===== config.mk =====
export PLATFORM = sky130hd
export DESIGN_NAME = hazard_stall_unit
export DESIGN_NICKNAME = d
export VERILOG_FILES = /design/src/rtl/hazard_stall_unit.sv
export SDC_FILE = /design/constraint.sdc
export NUM_CORES = 1
export LEC_CHECK = 0
export CAP_MARGIN = 10
export CORE_MARGIN = 1
export CORE_UTILIZATION = 37
export DETAILED_ROUTE_END_ITERATION = 10
export GPL_ROUTABILITY_DRIVEN = 0
export HOLD_SLACK_MARGIN = 0.15
export PLACE_DENSITY_LB_ADDON = 0.2
export RECOVER_POWER = 100
export SLEW_MARGIN = 15
export SYNTH_ARGS = -nofsm -noshare
export SYNTH_HDL_FRONTEND = slang
export SYNTH_SLANG_ARGS = --single-unit

===== constraint.sdc =====
create_clock -name clk -period 2.75 [get_ports clk]
set_clock_uncertainty 0.15 [all_clocks]
set_input_delay 0.55 -clock clk [delete_from_list [all_inputs] [get_ports clk]]
set_output_delay 0.55 -clock clk [all_outputs]
set_load 0.005 [all_outputs]

===== src/rtl/hazard_stall_unit.sv =====
// hazard_stall_unit
// Handles the hazards that the forwarding network cannot resolve:
// load-use, data-memory busy and taken-branch flush. It sits beside the
// ID stage and drives the PC and IF/ID write enables, the bubble and flush
// controls, and a whole-pipeline freeze for multi-cycle memory accesses.
//
// Optional build macro: HAZARD_STALL_STATS_EN
//   When defined, stall_count is a saturating count of stalled cycles.
//   When undefined, stall_count is tied to zero and no counter is built.
//
// state | meaning
// ------+-----------------------------------------------------------
// IDLE  | normal flow; a load-use hazard inserts the first bubble here
// STALL | load-use bubbles still owed; rem holds how many are left
module hazard_stall_unit #(
  parameter int STALL_CYCLES = 1,
  parameter int CNT_WIDTH    = 16
) (
  input  logic                 clk,
  input  logic                 reset,
  input  logic                 ID_EX_MemRead,
  input  logic [4:0]           ID_EX_rt,
  input  logic [4:0]           IF_ID_rs,
  input  logic [4:0]           IF_ID_rt,
  input  logic                 IF_ID_UsesRt,
  input  logic                 mem_busy,
  input  logic                 branch_taken,
  output logic                 PC_Write,
  output logic                 IF_ID_Write,
  output logic                 IF_ID_Flush,
  output logic                 ID_EX_Flush,
  output logic                 Pipe_Freeze,
  output logic [CNT_WIDTH-1:0] stall_count
);

  typedef enum logic {
    IDLE  = 1'b0,
    STALL = 1'b1
  } state_t;

  // The first bubble is issued from IDLE, so STALL only covers the rest.
  localparam logic [3:0] REM_INIT = 4'(STALL_CYCLES - 1);

  state_t     state;
  state_t     state_nxt;
  logic [3:0] rem;
  logic [3:0] rem_nxt;
  logic       hazard;

  // Register $0 is hard-wired to zero, so a load into it never conflicts.
  assign hazard = ID_EX_MemRead
                & ((ID_EX_rt == IF_ID_rs) | (IF_ID_UsesRt & (ID_EX_rt == IF_ID_rt)))
                & (ID_EX_rt != 5'd0);

  // State register and remaining-bubble counter.
  always_ff @(posedge clk or posedge reset) begin
    if (reset) begin
      state <= IDLE;
      rem   <= 4'd0;
    end else begin
      state <= state_nxt;
      rem   <= rem_nxt;
    end
  end

  // Next-state and prioritised output decode: reset, mem_busy, branch, stall, normal.
  always_comb begin
    state_nxt   = state;
    rem_nxt     = rem;
    PC_Write    = 1'b1;
    IF_ID_Write = 1'b1;
    IF_ID_Flush = 1'b0;
    ID_EX_Flush = 1'b0;
    Pipe_Freeze = 1'b0;
    if (reset) begin
      PC_Write    = 1'b0;
      IF_ID_Write = 1'b0;
      IF_ID_Flush = 1'b1;
      ID_EX_Flush = 1'b1;
      state_nxt   = IDLE;
      rem_nxt     = 4'd0;
    end else if (mem_busy) begin
      // Upstream holds branch/hazard inputs stable, so they are simply ignored here.
      Pipe_Freeze = 1'b1;
      PC_Write    = 1'b0;
      IF_ID_Write = 1'b0;
    end else if (branch_taken) begin
      IF_ID_Flush = 1'b1;
      ID_EX_Flush = 1'b1;
      state_nxt   = IDLE;
      rem_nxt     = 4'd0;
    end else if (state == STALL) begin
      // Bubbles continue regardless of the live hazard; the load has left ID/EX.
      PC_Write    = 1'b0;
      IF_ID_Write = 1'b0;
      ID_EX_Flush = 1'b1;
      if (rem == 4'd1) begin
        state_nxt = IDLE;
        rem_nxt   = 4'd0;
      end else begin
        rem_nxt = rem - 4'd1;
      end
    end else if (hazard) begin
      PC_Write    = 1'b0;
      IF_ID_Write = 1'b0;
      ID_EX_Flush = 1'b1;
      if (STALL_CYCLES > 1) begin
        state_nxt = STALL;
        rem_nxt   = REM_INIT;
      end
    end
  end

`ifdef HAZARD_STALL_STATS_EN
  // Saturating count of cycles in which the PC was held (load-use or mem_busy).
  always_ff @(posedge clk or posedge reset) begin
    if (reset) begin
      stall_count <= '0;
    end else if (!PC_Write && (stall_count != {CNT_WIDTH{1'b1}})) begin
      stall_count <= stall_count + CNT_WIDTH'(1);
    end
  end
`else
  assign stall_count = '0;
`endif

endmodule

Word level (Yosys, flattened, before mapping)
Cells that the tools add are included.

storage, ports and cells
  register bits = 5
  input bits = 21
  output and inout bits = 21
  word-level logic and storage cells = 39

cells by class
  add/subtract/negate cells = 1
  equal/unequal tests = 4
  multiplexer cells = 25
  bitwise gates (word level) = 4
  reductions and logical operators = 3

operators with widths
  cell                                                                   count
  1-bit two-way mux                                                      20
  4-bit two-way mux                                                      5
  5-bit equality test                                                    2
  5-bit nonzero test                                                     1
  4-bit by 1-bit equality test with 1-bit output, second input constant  1
  4-bit by 1-bit subtractor with 4-bit output, second input constant     1
  1-bit AND                                                              3
  3-bit nonzero test                                                     1
  2-bit inequality test, second input constant                           1
  2-bit AND reduction                                                    1
  1-bit OR                                                               1

Longest topological paths before layout
  depth in word-level cells = 10
  depth in mapped cells = 6
  gate-level depth less buffers = 6

Least setup slack after synthesis
No wires, ideal clock.

  kind = in2out
  start = input ID_EX_rt[3]
  end = output PC_Write
  arrival = 1586 ps
  required time = 2050 ps
  slack = 464 ps
  cell stages on the path = 5
  buffers on the path = 1
  cell sequence = xor2_1 > nor4_2 > a32oi_1 > o311a_1 > buf_4

on the way
  longest elaborated chain between the ends = 10
  elaborated cells on any way between the ends = 12
  those cells by class = 2 x eq/ne; 5 x mux; 4 x bitwise; 1 x reduce/logical

RTL lines
  item                               RTL line  text
  start, declared                    22        input logic [4:0] ID_EX_rt,
  5-bit equality test                52        & ((ID_EX_rt == IF_ID_rs) | (IF_ID_UsesRt & (ID_EX_rt == IF_ID_rt)))
  1-bit AND                          52
  1-bit OR                           52
  1-bit AND                          52
  1-bit AND *                        53        & (ID_EX_rt != 5'd0);
  1-bit two-way mux * (5 in series)  n/a
  end, declared                      28        output logic PC_Write,

Mark *: on every way between the ends. The rest lies on a longest branch, timed or not.

Worst setup path after layout
  start = input reset
  end = output Pipe_Freeze

on the way
  longest elaborated chain between the ends = 1

RTL lines
  item               RTL line  text
  start, declared    20        input logic reset,
  1-bit two-way mux  75        if (reset) begin
  end, declared      32        output logic Pipe_Freeze,

Every way passes these cells.

==> results.md <==
* Status: completed
* Synth Area per Inst at ~8 sq um
* Fin nets at roughly 130
* Clk sinks at 5
* Worst-Skew Late Latency at 0.24 ns
* Synth area leaders: buf_4 (21%), dfrtp_1 (21%), xor2_1 (13%)
* Hold Crit Class: reg2reg
* Largest net degree at the start of global routing at 7
* Yosys cell types at 26
* Pleak at about 0.43 nW
* Clock root buffer: clkbuf_4
* Max IR drop VDD at 0.189 mV
* CP required at 2.05 ns
* Hold_ws at 0.395 ns
* Die W at 42.2 um
* Tmin final at 2.70 ns
* Top-count cell post-synth: buf_4
* CTS tree: yes
* Critical-path cell list: dlygate4sd3_1 -> nor2b_1 -> buf_4 -> clkdlybuf4s50_1
* Initial Utilization at between 30% and 40%
* Area of the multi-input gates at around 400 sq um
* Crit end category: output port
* Area post-placement at 868 sq um
* H-tree depth at 1
* Filler cells at approximately 150
* Wire length per cell at 9.86 um
* Total Power at about 0.25 mW
* DRT iter0 DRCs at 7
* Synth Flop Type: dfrtp_1
* WP data arrival at 2.00 ns
* Die height at 42.2 um
* First drt pass iteration count at 4
* # setup viols final at 0
* # DRC at 0
* Count of non-filler cells in the finished layout at between 100 and 150
* Initial antenna violation count at 0
* Antenna viol nets, final at 0
* Register bit total from synthesis at 5
* RSZ-0062 raised after global routing: no
* I/O Buffers at 25
* CP max stage delay at 0.60 ns
* Io pins at 42
* Vias in the first global route at 501
* Placed cells at 122
* Area Overhead vs Synth at 47.6%
* Post-synth top cells: buf_4 (17), xor2_1 (9), o21ai_0 (6)
* Cell area after synthesis at between 500 and 600 sq um
* Crit start category: input port
* Post-CTS Hold Buffers at 0
* Die area at 0.00178 sq mm
* Row count at 14
* Final Hold Viols at 0
* Vias at 574
* PwrDens at 283 mW/mm^2
* Cells after Synth at 74
* Ys Warns at 0
* Max Clock Freq at 371 MHz
* Async S/R FF share, synth at 100%
* Part of the cycle the worst path needs at between 90% and 100%
* Routed Wire Length at 1.23 mm
* Global-route wire length before repair at 2.01 mm
* Slowest cell on the critical path: dlygate4sd3_1
* CORE AREA at roughly 0.0015 sq mm
* Max-Cap Viols at 0
* Overall routing resource usage at 14.7%
* FF+latch area at 125 sq um
* HPWL after DPL at about 1.0 mm
* Max Fanout on Critical Path at 5
* Remaining Overflow, GRT at 0
* Final Cell Area at 885 sq um
* Post-synth EDFFs at 0
* Via/cell ratio at 4.59
* Synth area leader: buf_4
* Post-synth top area share at 21.3%
* Num CTS Buffers at 3
* Seq/Total Area, Yosys at about a fifth
* CTS clock-pin slew for the worst setup and hold paths at about 0.04 ns
* Setup CP Type: in2out
* Max Slew Vio Count at 0
* N_diodes at 0
* Clock Path Buffers at 2
* Share of cells above drive strength 1 at 17.4%
-- worst paths after layout --
path                        start           to  slack [ns]  cells after the start
min in group asynchronous   reset       rem[2]        0.76                      3
max in group asynchronous   reset        state        1.52                      3
min reg2reg                rem[3]       rem[3]        0.40                      2
min                        rem[3]       rem[3]        0.40                      2
max reg2reg                rem[1]       rem[2]        1.19                      6
max                         reset  Pipe_Freeze        0.05                      4
-- metrics by stage --
stage | setup slack (ns) | utilization [%] | setup TNS (ns)
5_1_grt | 0.00654 | 58.7 | 0
4_1_cts | 0.0346 | 58.4 | 0
3_3_place_gp | -0.393 | 57.6 | -1.16
6_report | 0.0549 | 58.7 | 0
2_1_floorplan | 0.464 | - | 0
3_5_place_dp | -0.407 | 57.6 | -1.20
-- placed cells by master, fill, tap and decap left out --
cell type        netlist  final
dlygate4sd2_1          0      4
xnor2_1                2      2
o21ai_0                6      6
clkbuf_1               0      3
o21a_1                 1      1
buf_4                 17      7
buf_2                  1      3
o21ai_2                0      1
dlygate4sd3_1          0      1
or3_1                  1      1
nor2_1                 4      4
conb_1                 1     16
inv_1                  4      4
nor3b_1                1      1
nand2b_1               3      3
xor2_1                 9      9
nor3_2                 0      1
a21oi_1                1      1
nor4_2                 1      1
or2_2                  1      1
or4_4                  0      1
o311a_1                1      1
nor2b_1                3      3
dlymetal6s2s_1         0      3
clkdlybuf4s50_1        0     14
ha_1                   2      2
a211oi_1               1      1
nor4_1                 2      2
dfrtp_1                5      5
nor3_1                 3      2
clkbuf_4               0      3
o31ai_2                0      1
a32oi_1                1      1
-- routing by layer --
metal	up-vias	routed length (um)	track usage (%)
li1	288	-	-
met5	-	0	0
met2	36	528	19.4
met4	0	29	7.50
met3	4	91	6.47
met1	246	584	19.8
-- logic make-up (layout without fill, tap and decap cells) --
family          after synthesis  count (layout)  synth area share, %
compound gates               13              13                 13.6
xor+xnor                     11              11                 16.1
fa+ha+maj                     2               2                 4.17
buf+inv                      22              42                 24.6
flops                         5               5                 20.9
other cells                   1              16                0.626
simple gates                 20              20                 20.0
-- flip-flops by register name, indices dropped and copies added (netlist names) --
name,count
rem,4
state,1
-- worst max-delay path: cells and delay by family --
kind,cells,cell delay (ns)
buffers and inverters,3,1.25
AND/OR/NAND/NOR,1,0.20
-- report_power, final --
part	total (mW)	internal, mW	leakage, nW	switching, mW
registers	0.0790	0.0766	0.0684	0.00241
clock network	0.0845	0.0548	0.0150	0.0297
logic	0.0867	0.0493	0.345	0.0375
total	0.250	0.181	0.428	0.0696
-- layout make-up --
class	instances	area share [%]
clock buffer	4	2.97
inverter	4	1.70
tap	16	2.26
sequential	5	14.1
timing repair buffer	34	33.7
multi-input combinational	62	45.3
-- repair_timing --
item | 4_1_cts | 5_1_grt
gates resized for setup | 20 | 5
endpoints found under the setup margin | 3 | 2
buffers inserted | 1 | 0
pin swaps | 4 | 3
Power figures use the tool's default switching activity.
